`src/rtl/vga_timing_pipe.sv`:
```
// rtl/vga_timing_pipe.sv - raster timing generator with text-cell coordinates and a fixed output delay
//
// Purpose: counts pixel clocks across each line and lines across each frame.
//   From those counts it produces the sync pulses, the visible-pixel qualifier,
//   pixel and text-cell coordinates, and line/frame start strobes. All of these
//   are delayed by PIPE_DELAY register stages so they line up with the
//   downstream character and font fetch latency.
// Ports:
//   clk         pixel clock
//   reset       asynchronous active-low reset
//   vga_hs      horizontal sync, level HS_POL while active
//   vga_vs      vertical sync, level VS_POL while active
//   disp        visible-pixel qualifier
//   x_pos/y_pos visible pixel coordinates (0 outside the visible area)
//   col/row     text cell coordinates
//   cell_x/y    pixel position inside the current cell
//   line_start  first visible pixel of each visible line
//   frame_start visible pixel (0,0) of each frame
module vga_timing_pipe #(
  parameter int H_SYNC     = 112,
  parameter int H_BACK     = 248,
  parameter int H_DISP     = 1280,
  parameter int H_FRONT    = 48,
  parameter int V_SYNC     = 3,
  parameter int V_BACK     = 38,
  parameter int V_DISP     = 1024,
  parameter int V_FRONT    = 1,
  parameter bit HS_POL     = 1'b0,
  parameter bit VS_POL     = 1'b0,
  parameter int CELL_W     = 8,
  parameter int CELL_H     = 16,
  parameter int PIPE_DELAY = 2,
  localparam int NCOL = (H_DISP + CELL_W - 1) / CELL_W,
  localparam int NROW = (V_DISP + CELL_H - 1) / CELL_H,
  localparam int XW   = (H_DISP > 1) ? $clog2(H_DISP) : 1,
  localparam int YW   = (V_DISP > 1) ? $clog2(V_DISP) : 1,
  localparam int CW   = (NCOL > 1) ? $clog2(NCOL) : 1,
  localparam int RW   = (NROW > 1) ? $clog2(NROW) : 1,
  localparam int CXW  = (CELL_W > 1) ? $clog2(CELL_W) : 1,
  localparam int CYW  = (CELL_H > 1) ? $clog2(CELL_H) : 1
) (
  input  logic           clk,
  input  logic           reset,
  output logic           vga_hs,
  output logic           vga_vs,
  output logic           disp,
  output logic [XW-1:0]  x_pos,
  output logic [YW-1:0]  y_pos,
  output logic [CW-1:0]  col,
  output logic [RW-1:0]  row,
  output logic [CXW-1:0] cell_x,
  output logic [CYW-1:0] cell_y,
  output logic           line_start,
  output logic           frame_start
);

  localparam int H_LIMIT = H_SYNC + H_BACK + H_DISP + H_FRONT;
  localparam int V_LIMIT = V_SYNC + V_BACK + V_DISP + V_FRONT;
  localparam int H_VS    = H_SYNC + H_BACK;
  localparam int H_VE    = H_VS + H_DISP;
  localparam int V_VS    = V_SYNC + V_BACK;
  localparam int V_VE    = V_VS + V_DISP;
  localparam int HCW     = (H_LIMIT > 1) ? $clog2(H_LIMIT) : 1;
  localparam int VCW     = (V_LIMIT > 1) ? $clog2(V_LIMIT) : 1;
  localparam int BW      = 5 + XW + YW + CW + RW + CXW + CYW;
  // Reset bundle: syncs inactive, everything else zero.
  localparam logic [BW-1:0] RST_VAL = {~HS_POL, ~VS_POL, {(BW-2){1'b0}}};

  logic [HCW-1:0] x_cnt, x_nxt;
  logic [VCW-1:0] y_cnt, y_nxt;
  logic           x_last, y_last;
  logic [31:0]    xw, yw, xnw, ynw;
  logic           x_vis, y_vis, xn_vis, yn_vis;

  logic [CXW-1:0] cx_q;
  logic [CYW-1:0] cy_q;
  logic [CW-1:0]  col_q;
  logic [RW-1:0]  row_q;

  assign x_last = (x_cnt == HCW'(H_LIMIT - 1));
  assign y_last = (y_cnt == VCW'(V_LIMIT - 1));

  always_comb begin
    x_nxt = x_last ? '0 : x_cnt + 1'b1;
    y_nxt = y_cnt;
    if (x_last) y_nxt = y_last ? '0 : y_cnt + 1'b1;
  end

  // Region tests are done on zero-extended counts so the bounds never truncate.
  assign xw     = 32'(x_cnt);
  assign yw     = 32'(y_cnt);
  assign xnw    = 32'(x_nxt);
  assign ynw    = 32'(y_nxt);
  assign x_vis  = (xw >= H_VS) && (xw < H_VE);
  assign y_vis  = (yw >= V_VS) && (yw < V_VE);
  assign xn_vis = (xnw >= H_VS) && (xnw < H_VE);
  assign yn_vis = (ynw >= V_VS) && (ynw < V_VE);

  // Cell counters look one state ahead so they always describe the current
  // x_cnt/y_cnt, replacing a divide/modulo of the pixel position.
  always_ff @(posedge clk or negedge reset) begin
    if (!reset) begin
      x_cnt <= '0;
      y_cnt <= '0;
      cx_q  <= '0;
      col_q <= '0;
      cy_q  <= '0;
      row_q <= '0;
    end else begin
      x_cnt <= x_nxt;
      y_cnt <= y_nxt;
      if (xnw == H_VS) begin
        cx_q  <= '0;
        col_q <= '0;
      end else if (xn_vis) begin
        if (cx_q == CXW'(CELL_W - 1)) begin
          cx_q  <= '0;
          col_q <= col_q + 1'b1;
        end else begin
          cx_q <= cx_q + 1'b1;
        end
      end
      if (x_last) begin
        if (ynw == V_VS) begin
          cy_q  <= '0;
          row_q <= '0;
        end else if (yn_vis) begin
          if (cy_q == CYW'(CELL_H - 1)) begin
            cy_q  <= '0;
            row_q <= row_q + 1'b1;
          end else begin
            cy_q <= cy_q + 1'b1;
          end
        end
      end
    end
  end

  logic           s0_disp, s0_ls, s0_fs;
  logic [XW-1:0]  s0_x;
  logic [YW-1:0]  s0_y;
  logic [BW-1:0]  s0;

  always_comb begin
    s0_disp = x_vis && y_vis;
    s0_x    = s0_disp ? XW'(xw - H_VS) : '0;
    s0_y    = s0_disp ? YW'(yw - V_VS) : '0;
    s0_ls   = s0_disp && (s0_x == '0);
    s0_fs   = s0_ls && (s0_y == '0);
    s0 = {(xw < H_SYNC) ? HS_POL : ~HS_POL,
          (yw < V_SYNC) ? VS_POL : ~VS_POL,
          s0_disp, s0_ls, s0_fs, s0_x, s0_y,
          s0_disp ? col_q : '0,
          s0_disp ? row_q : '0,
          s0_disp ? cx_q  : '0,
          s0_disp ? cy_q  : '0};
  end

  logic [BW-1:0] pipe [PIPE_DELAY];

  always_ff @(posedge clk or negedge reset) begin
    if (!reset) begin
      for (int i = 0; i < PIPE_DELAY; i++) pipe[i] <= RST_VAL;
    end else begin
      pipe[0] <= s0;
      for (int i = 1; i < PIPE_DELAY; i++) pipe[i] <= pipe[i-1];
    end
  end

  assign {vga_hs, vga_vs, disp, line_start, frame_start,
          x_pos, y_pos, col, row, cell_x, cell_y} = pipe[PIPE_DELAY-1];

endmodule

```
`config.mk`:
```
export PLATFORM = sky130hd
export DESIGN_NAME = vga_timing_pipe
export DESIGN_NICKNAME = d
export VERILOG_FILES = /design/src/rtl/vga_timing_pipe.sv
export SDC_FILE = /design/constraint.sdc
export NUM_CORES = 1
export LEC_CHECK = 0
export ABC_AREA = 1
export CAP_MARGIN = 20
export CORE_MARGIN = 4
export CORE_UTILIZATION = 50
export DETAILED_ROUTE_END_ITERATION = 8
export GPL_TIMING_DRIVEN = 1
export HOLD_SLACK_MARGIN = 0.1
export PLACE_DENSITY = 0.7
export SLEW_MARGIN = 5
export SYNTH_ARGS = -nofsm -noshare
export SYNTH_HDL_FRONTEND = slang
export SYNTH_SLANG_ARGS = --single-unit
export TNS_END_PERCENT = 20
```
`constraint.sdc`:
```
create_clock -name clk -period 2.7 [get_ports clk]
set_clock_uncertainty 0.05 [all_clocks]
set_input_delay 0.54 -clock clk [delete_from_list [all_inputs] [get_ports clk]]
set_output_delay 0.54 -clock clk [all_outputs]
set_load 0.03 [all_outputs]
```
### Yosys cells after proc, flatten, opt, wreduce, memory -nomap -nowiden

Index checks and enable logic that the tools add are counted.

* bits in writable memories: 0
* memories: 0
* bits in latches: 0
* flip-flop bits (word level): 137
* output and inout bits: 47
* memory bits (read-only): 0
* input port bits: 2
* word-level logic and storage cells: 71

* $add $sub $neg: 8
* multiplexer cells: 23
* bitwise gates (word level): 0
* shift operators: 0
* multipliers: 0
* div/mod/pow operators: 0
* equality and inequality tests: 6
* $lt $le $gt $ge: 10
* reductions and logical operators: 16

Operator list (number)
* $lt 11x11->1 const B: 4
* $mux 11: 4
* $mux 8: 4
* $mux 6: 4
* $add 11x1->11 const B: 2
* $eq 11x11->1 const B: 2
* $ge 11x6->1 const B: 2
* $ge 11x9->1 const B: 2
* $mux 4: 4
* $mux 3: 4
* $eq 11x6->1 const B: 1
* $eq 11x9->1 const B: 1
* $logic_not 11->1: 1
* $lt 11x2->1 const B: 1
* $lt 11x7->1 const B: 1
* $sub 11x9->11 const B: 1
* $logic_not 10->1: 1
* $mux 10: 1
* $sub 10x6->10 const B: 1
* $add 8x1->8 const B: 1
* $reduce_bool 2->1: 4
* $logic_and 1x1->1: 7
* $add 6x1->6 const B: 1
* $add 4x1->4 const B: 1
* other kinds (6): 8

### Depth between registers and ports, before layout

* depth after elaboration: 7
* mapped depth: 17
* mapped depth without buffers: 16

### Worst setup path before layout

No wires, ideal clock.

* path type: reg-to-reg
* start: register x_cnt[0]
* end: register row_q[2]
* arrival time: 2007 ps
* buffers on the path: 1
* cell stages (with the launch flop): 16
* library setup time: 117 ps
* slack: 526 ps
* period minus slack after synthesis: 2174 ps
* data required time: 2533 ps
* cell sequence: dfrtp_1 -> ha_1 -> nand2_2 -> inv_2 -> nand3_4 -> nor2_8 -> buf_8 -> nand4_1 -> nand2_1 -> nand2_1 -> nor2_2 -> nand3_4 -> nand2_4 -> nand4_4 -> nand2_1 -> nand2_1

* longest elaborated chain between the ends: 6
* elaborated cells between the ends (all ways): 10
* classes of those cells: order compare (2); eq/ne (2); mux (2); reduce/logical (4)

Ends and longest elaborated chain
* start: declaration: RTL line 69 `logic [HCW-1:0] x_cnt, x_nxt;`
* start signal: assignment: RTL line 110 `x_cnt <= x_nxt;`
* $eq 11x11->1 (*): RTL line 80 `assign x_last = (x_cnt == HCW'(H_LIMIT - 1));`
* $mux 11: RTL line 86 `if (x_last) y_nxt = y_last ? '0 : y_cnt + 1'b1;`
* $ge 11x6->1 or $lt 11x11->1 (tied branches): RTL line 97 `assign yn_vis = (ynw >= V_VS) && (ynw < V_VE);`
* $logic_and 1x1->1: RTL line 97
* $reduce_bool 2->1 (no line)
* $reduce_and 3->1 (no line)
* end signal: assignment: RTL line 130 `row_q <= row_q + 1'b1;`
* end: declaration: RTL line 78 `logic [RW-1:0] row_q;`

Mark *: on every way between the ends. The rest lies on a longest branch, timed or not.
A chain may end at the register's enable or synchronous reset.

### Worst setup path after layout

Same ends and word-level chain as after synthesis.

==> key figures <==
Clock network
  • Clock slew at the register clock pins of the worst setup and hold paths: 0.06 ns
  • CTS HTree Levels: 4
  • CTS tree: done
  • Buffer depth of the longest clock path: 2
  • Root buffer selected by CTS: clkbuf_16
  • Insertion delay to the later sink of the worst-skew pair: 0.42 ns
  • Number of clock buffers inserted by TritonCTS: 17
  • Clk sink count: 137

Yosys
  • Proportion of register bits with asynchronous set or reset after synthesis: 1.00
  • Top_reg_cell synth: dfrtp_1
  • Post-synth EDFFs: 0
  • Syn Nets: 720
  • Number of standard cells after synthesis: 704
  • Flops & latches, synth: 137
  • Register area share after synthesis: 0.533
  • Count of distinct cell types in the synthesized netlist: 41
  • Yosys warns: 0
  • Syn avg cell area: 9.15 um2
  • Area of the mapped netlist: 0.00644 mm2

Placement
  • Last weighted congestion value of the routability-driven placer: 0.874
  • Post-placement cell area: 0.00686 mm2
  • DP HPWL: 8770 um
  • Total of buffers placed on input and output ports: 48

STA
  • Worst slew margin: 0.660
  • Total Neg Setup Slack: 0 ns
  • Final number of setup-violating endpoints: 0
  • Peak clock frequency supported by timing: 395 MHz
  • Final number of hold-violating endpoints: 0
  • Slew at the pin closest to its max-slew limit: 0.504 ns
  • Final clock period utilization by the worst path: 0.937
  • Post-layout minimum cycle time: 2.53 ns
  • RSZ-0062 raised after global routing: true
  • Max-slew violation count: 0

Critical path
  • Worst-case register-to-register setup slack: 0.17 ns
  • Worst setup EP type: flip-flop
  • CP Data Required Time: 2.96 ns
  • Delay of the slowest critical-path stage: 0.45 ns
  • Most common cell type on the critical path: nor2_2
  • Arrival time of data at the critical path endpoint: 2.79 ns
  • R2r worst-path depth: 14
  • Crit Path Category: reg -> reg
  • Startpoint of the lowest-slack register-to-register path: x_cnt[0]$_DFF_PN0_
  • Critical-path cell list: ha_1 > nand2_2 > nor2_2 > nand3_4 > buf_4 > nor2_1 > nor2_2 > nand3_1 > nor2_2 > nand3_4 > nand2_4 > nand4_4 > nand2_1 > nand2_1
  • Crit path launch type: flip-flop
  • Cell with the largest stage delay on the worst path: dfrtp_2
  • Critical Path Fanout Max: 10
  • End of the worst register-to-register path: row_q[2]$_DFFE_PN0P_

Cells and area
  • Final antenna diode count: 0
  • Final design area excluding fillers: 0.00752 mm2
  • Leading cell type in the layout, fill and taps excluded: nand2_1
  • Fraction of final layout cells with drive strength greater than 1: 0.144
  • Layout overhead on the synthesized area: 16.8%
  • Number of nets in the final layout: 752
  • Most frequent cells in the layout: 137 x nand2_1, 132 x dfrtp_1, 92 x nor2_1, 74 x inv_1, 53 x nand3_1

Route
  • Average detailed-routed wire length per instance: 13.5 um
  • Total number of vias: 4515
  • Wire length on met1: 5480 um
  • Per-cell via count in the routed design: 4.90
  • Met2 Wirelength: 6020 um
  • Post-route DRC violation count: 0
  • Count of routing violations after the opening detailed-route iteration: 396
  • Met3 Wirelength: 596 um
  • Remaining antenna violation count after routing: 0
  • Final Routed Wirelength: 12500 um
  • Number of iterations in the first detailed-routing pass: 4
  • Top metal layer carrying routed signals: met4

Global routing
  • Global-route wire length before repair: 20800 um
  • Remaining global-route overflow: 0
  • Initial antenna violation count: 0
  • Total track usage: 0.180
  • Pin count of the biggest net entering global routing: 66
  • Via count of the first global-routing pass: 4397

Power and ir drop
  • Power density normalized to cell area: 589 mW/mm2
  • Share of total power in sequential cells: 0.463
  • Part of the total power dissipated in combinational logic: 0.010
  • Final Power: 4.43 mW
  • Switching share of total power: 0.197
  • Switch Pwr: 0.874 mW
  • Portion of total power attributed to the clock network: 0.526
  • Internal Pwr Total: 3.56 mW
  • IR drop worst, VDD: 391 uV
  • Static Leak: 3.81 nW

Worst hold path
  • Hold endpoint: cell_x[2]$_DFF_PN0_
  • Hold path start: pipe[53]$_DFF_PN0_
  • HP Class: reg -> reg
  • Min-Delay Path Depth: 0

Floorplanning
  • Total die area: 0.0148 mm2
  • Core Footprint: 0.0126 mm2
  • Row count: 41
  • Effective utilization at floorplan: 0.510
  • Die height: 121 um
  • Count of boundary I/O pins: 49
  • Die X: 121 um

Job
  • Number of max-capacitance violations reported: 0

Outcome
  • Result of the run: completed
## what timing repair did
item,4_1_cts,5_1_grt
hold buffers,1,0
buffers inserted,0,1
endpoints found under the setup margin,0,18
resized for setup,0,5
hold endpoints to repair,33,0
## power by group through the flow
stage	registers [mW]	logic [mW]	clock network, mW
6_report	2.05	0.0452	2.33
5_1_grt	2.05	0.0543	2.48
4_1_cts	2.05	0.0482	2.38
3_5_place_dp	2.09	0.0469	0
3_3_place_gp	2.09	0.0457	0
2_1_floorplan	2.09	0.00000165	0
## sequential cells by signal, summed over array words and instances, names as in the netlist
signal and count:
pipe 47, x_cnt 11, x_pos 11, y_cnt 11, y_pos 10, col 8, col_q 8, row 6
row_q 6, cell_y 4, cy_q 4, cell_x 3, cx_q 3, disp 1, frame_start 1, line_start 1
vga_hs 1, vga_vs 1
## per-stage QoR
step           hold slack (ns)   util  setup WS (ns)  cells
3_3_place_gp             0.283  0.544          0.155    885
2_1_floorplan            0.194      -          0.526    704
3_5_place_dp             0.285  0.544         0.0814    885
6_report                 0.293  0.596          0.169    921
5_1_grt                  0.299  0.596        -0.0185    921
4_1_cts                  0.295  0.592         0.0610    918
## kinds of logic (layout without fill, tap and decap cells)
logic type               count (synthesis)  in the layout  synth area share
XOR/XNOR                                20             20            0.0272
buffers and inverters                  139            182             0.111
adder cells (fa/ha/maj)                 14             14            0.0272
AO/OA/AOI/OAI                           45             45            0.0402
flip-flops                             137            137             0.533
AND/OR/NAND/NOR                        349            351             0.261
## cells in the mapped netlist (3+ instances only)
master / instances / share of area
dfstp_2: 4 / 0.016
nor3_1: 10 / 0.0078
inv_1: 74 / 0.043
nor2_1: 94 / 0.055
a21oi_1: 13 / 0.010
nand2_4: 5 / 0.0087
ha_1: 14 / 0.027
nand2_1: 137 / 0.080
nor3_4: 3 / 0.0076
buf_2: 4 / 0.0031
o21ai_0: 12 / 0.0093
clkbuf_1: 4 / 0.0023
nor2_2: 9 / 0.0087
nand2_2: 7 / 0.0068
dfrtp_1: 133 / 0.52
nand4_1: 12 / 0.012
o21ai_1: 9 / 0.0070
nor2_4: 3 / 0.0052
xor2_1: 19 / 0.026
buf_4: 44 / 0.051
nand3_1: 53 / 0.041
nand3_4: 3 / 0.0082
inv_2: 10 / 0.0058
nand3_2: 5 / 0.0078
## per-layer routing
metal	track usage	vias to the layer above
li1	-	2253
met4	0.0854	0
met2	0.289	120
met5	0	-
met1	0.225	2103
met3	0.0485	39
## critical path, delay by kind of cell (launching register included)
family	cells	cell delay, ns
adder cells (fa/ha/maj)	1	0.24
AND/OR/NAND/NOR	12	1.47
flip-flops	1	0.45
buffers and inverters	1	0.20
## worst max-delay path by stage
stage / to / startpoint
floorplan: row_q[2]$_DFFE_PN0P_ / x_cnt[0]$_DFF_PN0_
global placement: row_q[0]$_DFFE_PN0P_ / x_cnt[0]$_DFF_PN0_
detailed placement: row_q[2]$_DFFE_PN0P_ / x_cnt[0]$_DFF_PN0_
CTS: row_q[2]$_DFFE_PN0P_ / x_cnt[0]$_DFF_PN0_
global route: cy_q[1]$_DFFE_PN0P_ / x_cnt[0]$_DFF_PN0_
finish: row_q[2]$_DFFE_PN0P_ / x_cnt[0]$_DFF_PN0_
## final cells by class
type,instances,area [um2]
multi-input cells,430,2330
fillers,1092,5100
inverters,85,322
clock buffers,21,460
repair buffers,65,621
well taps,172,215
flip-flops and latches,137,3430
clock inverters,11,143
(Power assumes the default switching activity.)
